File: src/rtl/fpga_exp2_scan.sv
// Sequencer for a 1-to-8 4-bit demux. It accepts words over valid/ready, then drives
// cs/data4 with a one-cycle address settle before holding en high for HOLD cycles.
module fpga_exp2_scan #(
    parameter int HOLD = 2
) (
    input  logic       clk,
    input  logic       rst,
    input  logic [3:0] in_data,
    input  logic       in_valid,
    output logic       in_ready,
    input  logic       mode,
    input  logic [2:0] in_ch,
    input  logic       ch_clr,
    output logic       en,
    output logic [3:0] data4,
    output logic [2:0] cs,
    output logic       frame_done
);

    typedef enum logic [1:0] {IDLE, SETUP, DRIVE} state_t;

    state_t     state, state_next;
    logic [3:0] cnt, cnt_next;
    logic [2:0] ptr, ptr_next;
    logic       word_auto, word_auto_next;
    logic       clr_seen, clr_seen_next;
    logic [3:0] data4_next;
    logic [2:0] cs_next;
    logic       en_next, in_ready_next, frame_done_next;
    logic       drive_exit;

    always_comb begin
        state_next     = state;
        cnt_next       = cnt;
        ptr_next       = ptr;
        word_auto_next = word_auto;
        clr_seen_next  = clr_seen;
        data4_next     = data4;
        cs_next        = cs;
        drive_exit     = 1'b0;

        case (state)
            IDLE: begin
                if (in_valid && in_ready) begin
                    data4_next     = in_data;
                    cs_next        = mode ? in_ch : (ch_clr ? 3'd0 : ptr);
                    word_auto_next = ~mode;
                    clr_seen_next  = 1'b0;
                    state_next     = SETUP;
                end
            end
            SETUP: begin
                cnt_next   = 4'(HOLD - 1);
                state_next = DRIVE;
            end
            DRIVE: begin
                if (cnt == 4'd0) begin
                    drive_exit = 1'b1;
                    state_next = IDLE;
                end else begin
                    cnt_next = cnt - 4'd1;
                end
            end
            default: state_next = IDLE;
        endcase

        // A clear seen while a word is in flight must win over that word's increment at exit.
        if (state != IDLE && ch_clr) clr_seen_next = 1'b1;
        if (drive_exit && word_auto && !clr_seen) ptr_next = ptr + 3'd1;
        if (ch_clr) ptr_next = 3'd0;

        en_next         = (state_next == DRIVE);
        in_ready_next   = (state_next == IDLE);
        frame_done_next = (state_next == DRIVE) && (cnt_next == 4'd0) && word_auto && (cs == 3'd7);
    end

    always_ff @(posedge clk) begin
        if (rst) begin
            state      <= IDLE;
            cnt        <= 4'd0;
            ptr        <= 3'd0;
            word_auto  <= 1'b0;
            clr_seen   <= 1'b0;
            data4      <= 4'd0;
            cs         <= 3'd0;
            en         <= 1'b0;
            in_ready   <= 1'b0;
            frame_done <= 1'b0;
        end else begin
            state      <= state_next;
            cnt        <= cnt_next;
            ptr        <= ptr_next;
            word_auto  <= word_auto_next;
            clr_seen   <= clr_seen_next;
            data4      <= data4_next;
            cs         <= cs_next;
            en         <= en_next;
            in_ready   <= in_ready_next;
            frame_done <= frame_done_next;
        end
    end

endmodule

File: config.mk
export PLATFORM = sky130hd
export DESIGN_NAME = fpga_exp2_scan
export DESIGN_NICKNAME = d
export VERILOG_FILES = /design/src/rtl/fpga_exp2_scan.sv
export SDC_FILE = /design/constraint.sdc
export NUM_CORES = 1
export LEC_CHECK = 0
export BUFFER_PORTS_ARGS = -buffer_cell sky130_fd_sc_hd__buf_4
export CAP_MARGIN = 30
export CORE_UTILIZATION = 56
export CTS_BUF_LIST = sky130_fd_sc_hd__clkbuf_16
export CTS_CLUSTER_DIAMETER = 120
export DETAILED_ROUTE_END_ITERATION = 8
export PLACE_DENSITY = 0.91
export SLEW_MARGIN = 25
export SYNTH_ARGS = -nofsm -noshare
export SYNTH_HDL_FRONTEND = slang
export SYNTH_SLANG_ARGS = --single-unit
export TNS_END_PERCENT = 20
File: constraint.sdc
create_clock -name clk -period 2.7 [get_ports clk]
set_input_delay 0.54 -clock clk [delete_from_list [all_inputs] [get_ports clk]]
set_output_delay 0.54 -clock clk [all_outputs]
set_load 0.01 [all_outputs]
# Yosys cells after proc, flatten, opt, wreduce, memory -nomap -nowiden
# Index checks and enable logic that the tools add are counted.
[op_classes]
addsub = 2
eq_ne = 4
muxes = 12
bitwise_logic = 1
reduce_logical = 18
[op_table]
columns = ["op", "n"]
rows = [
  ["zero test 4 bit", 2],
  ["one-hot mux 4 bit (2 select lines)", 1],
  ["logical AND 1 bit", 7],
  ["two-way mux 3 bit", 2],
  ["one-hot mux 2 bit (3 select lines)", 1],
  ["nonzero test 2 bit", 3],
  ["two-way mux 1 bit", 5],
  ["== test 2 bit (second input constant)", 2],
  ["zero test 2 bit", 2],
  ["two-way mux 2 bit", 2],
  ["two-way mux 4 bit", 1],
  ["AND reduction 2 bit", 2],
  ["subtractor 4 x 1 -> 4 bit (second input constant)", 1],
  ["adder 3 x 1 -> 3 bit (second input constant)", 1],
  ["== test 3 bit (second input constant)", 1],
  ["== test 2 x 1 -> 1 bit (second input constant)", 1],
  ["OR reduction 2 bit", 1],
  ["zero test 1 bit", 1],
  ["inverter 1 bit", 1],
]
[totals]
regBits = 21
input_bits = 12
out_inout_bits = 10

# Longest topological paths before layout
[depth]
word_depth = 7
depth_mapped = 7
mapped_depth_nobuf = 6

# Worst setup path after synthesis
# OpenSTA, ideal clock, no wires.
[synth_path]
path_type = "register -> register"
startpoint = "register state[0]"
endpoint = "register frame_done"
arrival_time_ns = 1.748
required_ns = 2.639
path_slack_ns = 0.891
path_stages_with_launch = 7
synth_period_minus_slack_ns = 1.809
path_cell_list = "dfxtp_1 inv_1 ha_1 and4b_1 a221oi_1 and3_1 and4_1"
[synth_via]
elab_chain_len = 6
elab_cells_between_ends = 12
cone_classes = "3 x eq/ne; 4 x mux; 5 x reduce/logical"
[synth_lines]
columns = ["element", "line_no", "rtl"]
rows = [
  ["start: declaration", "22", "state_t state, state_next;"],
  ["start signal: assignment", "90", "state <= state_next;"],
  ["== test 2 bit, or another cell as far along", "42", "case (state)"],
  ["one-hot mux 2 bit (3 select lines) or one-hot mux 4 bit (2 select lines) (tied branches)", "42", ""],
  ["== test 2 bit or zero test 4 bit (tied branches)", "74", "frame_done_next = (state_next == DRIVE) && (cnt_next == 4'd0) && word_auto && (cs == 3'd7);"],
  ["logical AND 1 bit * (3 in a row)", "74", ""],
  ["end signal: assignment", "99", "frame_done <= frame_done_next;"],
  ["end: declaration", "17", "output logic frame_done"],
]
# Mark *: on every way between the ends. The rest lies on a longest branch, timed or not.
# A chain may end at the register's enable or synchronous reset.

# Worst setup path after layout
# Same ends and word-level chain as after synthesis.

==> key figures <==
Synth
  – Mapped Nets: 134
  – Mapped Area: 1020 um^2
  – Synth Instances: 116
  – Yosys cell types: 35
  – Synthesized area per cell: 8.78 um^2
  – Ys Warns: 0
  – Sequential share of the synthesized area: between 40% and 50%
  – Synth Register Bits: 21

Clocking
  – Reg clk slew, reported paths: roughly 0.060 ns
  – Max H-tree Level: 1
  – CTS sink cnt: 21
  – Post-CTS Resized: 0
  – Worst-case clock buffer depth: 2
  – Postcts setup bufs: 0
  – Num CTS Buffers: 3
  – TritonCTS clock tree: done
  – Clk_lat worst skew: 0.25 ns
  – CTS hold repair buffers: 0
  – CTS Root Cell: clkbuf_16

Status
  – Outcome: completed

Die
  – Die ar.: approximately 2000 um^2
  – Die height: 44.6 um
  – Row cnt: 15
  – Die X: 44.6 um
  – Initial core utilization: 59.6%
  – IO Pins: 22
  – Core area: 1710 um^2

Setup path
  – Critical Path Fanout Max: 8
  – Worst EP arrival: between 2 and 2.5 ns
  – Setup CP Type: reg -> reg
  – Setup crit start kind: flop
  – CP required: 2.90 ns
  – Nature of the critical path endpoint: flop

Flow run
  – Max-Cap Viols: 0

Global routing
  – GRT overflow: 0
  – Initial antenna violation count: 0
  – Largest net degree at the start of global routing: 20
  – First-pass GRT wire length: between 3000 and 4000 um
  – GRT Util Overall: 25.2%
  – Vias in the first global route: 869

Cells and area
  – Diode count: 0
  – Fill cell count: 124
  – Share of layout cells above drive strength 1: 21.3%
  – Area growth syn-to-layout: 23.8%
  – Final net count: around 160

Timing
  – Period utilization: 74.9%
  – Worst slew pin tran: 0.378 ns
  – Hold Vio Cnt, Final: 0
  – Fmax: 495 MHz
  – Slew Limit Headroom: between 70% and 80%
  – # setup viols final: 0
  – Worst hold margin: between 0.4 and 0.5 ns
  – Slew Viols, Final: 0
  – Tmin final: 2.02 ns
  – Clock Skew: 0.00102 ns
  – RSZ-0062 raised after global routing: false
  – Total Negative Setup Slacks: 0 ns

Detailed routing
  – Vias: 903
  – DRT Pass-1 Iters: 4
  – Routed length on met2: 1120 um
  – First-iteration detailed-routing DRC count: 26
  – DRC viols: 0
  – WL/cell: 13.4 um
  – Met3 wire length: 72 um
  – Max layer used: met4
  – Vias per Instance: ~5.6
  – Post-route ant nets: 0
  – WL met1: 909 um
  – Final wirelength: 2150 um

Min path
  – Min-Delay Path Class: reg -> reg

Power and ir drop
  – Pwr/cell area: 611 nW/um^2
  – Peak supply drop: 0.596 mV
  – Static Leak: 0.518 nW

Placement
  – Hpwl dp: 1550 um
  – Gpl congestion: 0.815
  – Count of input and output buffers: 21
-- cells in the mapped netlist --
cell type / count / area share, %
a311oi_1: 1 / 0.86
a21oi_2: 1 / 0.86
nand3_1: 1 / 0.49
a31oi_1: 2 / 1.2
o311a_1: 1 / 0.98
a21o_1: 1 / 0.74
o221ai_1: 1 / 0.86
dfxtp_1: 21 / 41
and2_1: 2 / 1.2
nor4_2: 1 / 1.2
and4b_1: 1 / 0.98
clkbuf_1: 3 / 1.1
nor3b_1: 3 / 2.2
nor2b_1: 5 / 3.1
or3b_1: 1 / 0.86
nand4_1: 1 / 0.61
a311o_1: 1 / 0.98
a221oi_1: 2 / 1.7
xnor2_1: 2 / 1.7
o22ai_1: 1 / 0.61
nor2_1: 9 / 3.3
buf_6: 1 / 1.1
nor3_2: 1 / 0.98
ha_1: 6 / 7.4
nand2_1: 13 / 4.8
and4_1: 2 / 1.7
o21ai_1: 1 / 0.49
a21oi_1: 7 / 3.4
nor3_1: 7 / 3.4
and3_1: 2 / 1.2
a211oi_1: 5 / 3.7
mux2i_1: 1 / 0.98
inv_1: 7 / 2.6
buf_1: 1 / 0.37
a31o_2: 1 / 0.86
-- cell families (layout without fill, tap and decap cells) --
group                      after synthesis  count (layout)  synth area share (%)
xor gates and xnor gates                 2               2                  1.72
muxes                                    1               1                 0.983
adders and majority gates                6               6                  7.37
AOI/OAI and AO/OA                       25              25                  17.3
DFF                                     21              21                  41.3
and+or+nand+nor                         49              49                  26.2
buffers and inverters                   12              32                  5.16
-- state kept, by name, summed over array words and instances (netlist names), 2 cells and up --
signal / count
cs: 3
data4: 4
cnt: 4
ptr: 3
state: 2
-- path summary, 6_finish.rpt --
| check | start | end | slack, ns | cells past startpoint |
|---|---|---|---|---|
| max reg2reg | state[0]$_SDFF_PP0_ | frame_done$_SDFF_PP0_ | 0.68 | 6 |
| max | state[0]$_SDFF_PP0_ | frame_done$_SDFF_PP0_ | 0.68 | 6 |
| min reg2reg | data4[3]$_SDFFE_PP0P_ | data4[3]$_SDFFE_PP0P_ | 0.46 | 2 |
| min | data4[3]$_SDFFE_PP0P_ | data4[3]$_SDFFE_PP0P_ | 0.46 | 2 |
-- stage by stage --
| step | std cells | cell area (um^2) | worst slack, ns | utilization [%] | total power, W |
|---|---|---|---|---|---|
| floorplan | 116 | 1020 | 0.891 | - | 0.000416 |
| global placement | 157 | 1180 | 0.824 | 69.2 | 0.000458 |
| detailed placement | 157 | 1180 | 0.716 | 69.2 | 0.000463 |
| CTS | 161 | 1260 | 0.690 | 73.8 | 0.000777 |
| global route | 161 | 1260 | 0.528 | 73.8 | 0.000798 |
| finish | 161 | 1260 | 0.679 | 73.8 | 0.000771 |
-- critical path: stages (launching register included) --
cell and delay (ns):
dfxtp_1 0.46, inv_1 0.14, ha_1 0.41, and4b_1 0.25, a221oi_1 0.33, and3_1 0.20
and4_1 0.17
-- routing by layer --
metal	up-vias	global-route usage, %
li1	456	-
met1	423	30.3
met2	20	40.9
met3	4	4.90
met4	0	16.4
met5	-	0
-- layout by cell type (no fill, tap or decap), types with 3 or more instances in the layout --
cell | netlist | routed
buf_4 | 0 | 21
a211oi_1 | 5 | 5
nor2_1 | 9 | 9
ha_1 | 6 | 6
nor3_1 | 7 | 7
dfxtp_1 | 21 | 21
clkbuf_16 | 0 | 3
nor2b_1 | 5 | 5
a21oi_1 | 7 | 7
nor3b_1 | 3 | 3
inv_1 | 7 | 7
nand2_1 | 13 | 13
-- power breakdown --
group          internal [W]  total [W]  leakage [nW]  switching (W)
combinational     0.0000526   0.000115         0.306      0.0000622
sequential         0.000328   0.000344         0.171      0.0000155
clock              0.000199   0.000312        0.0409       0.000113
-- final cells by class --
cell class              count  area, um^2  area share [%]
well taps                  25        31.3            2.48
multi-input cells          83         546            43.3
clock inverters             1        5.00           0.397
flip-flops and latches     21         420            33.3
inverters                   7        26.3            2.08
clock buffers               3        75.1            5.95
repair buffers             21         158            12.5
(Power assumes the default switching activity.)
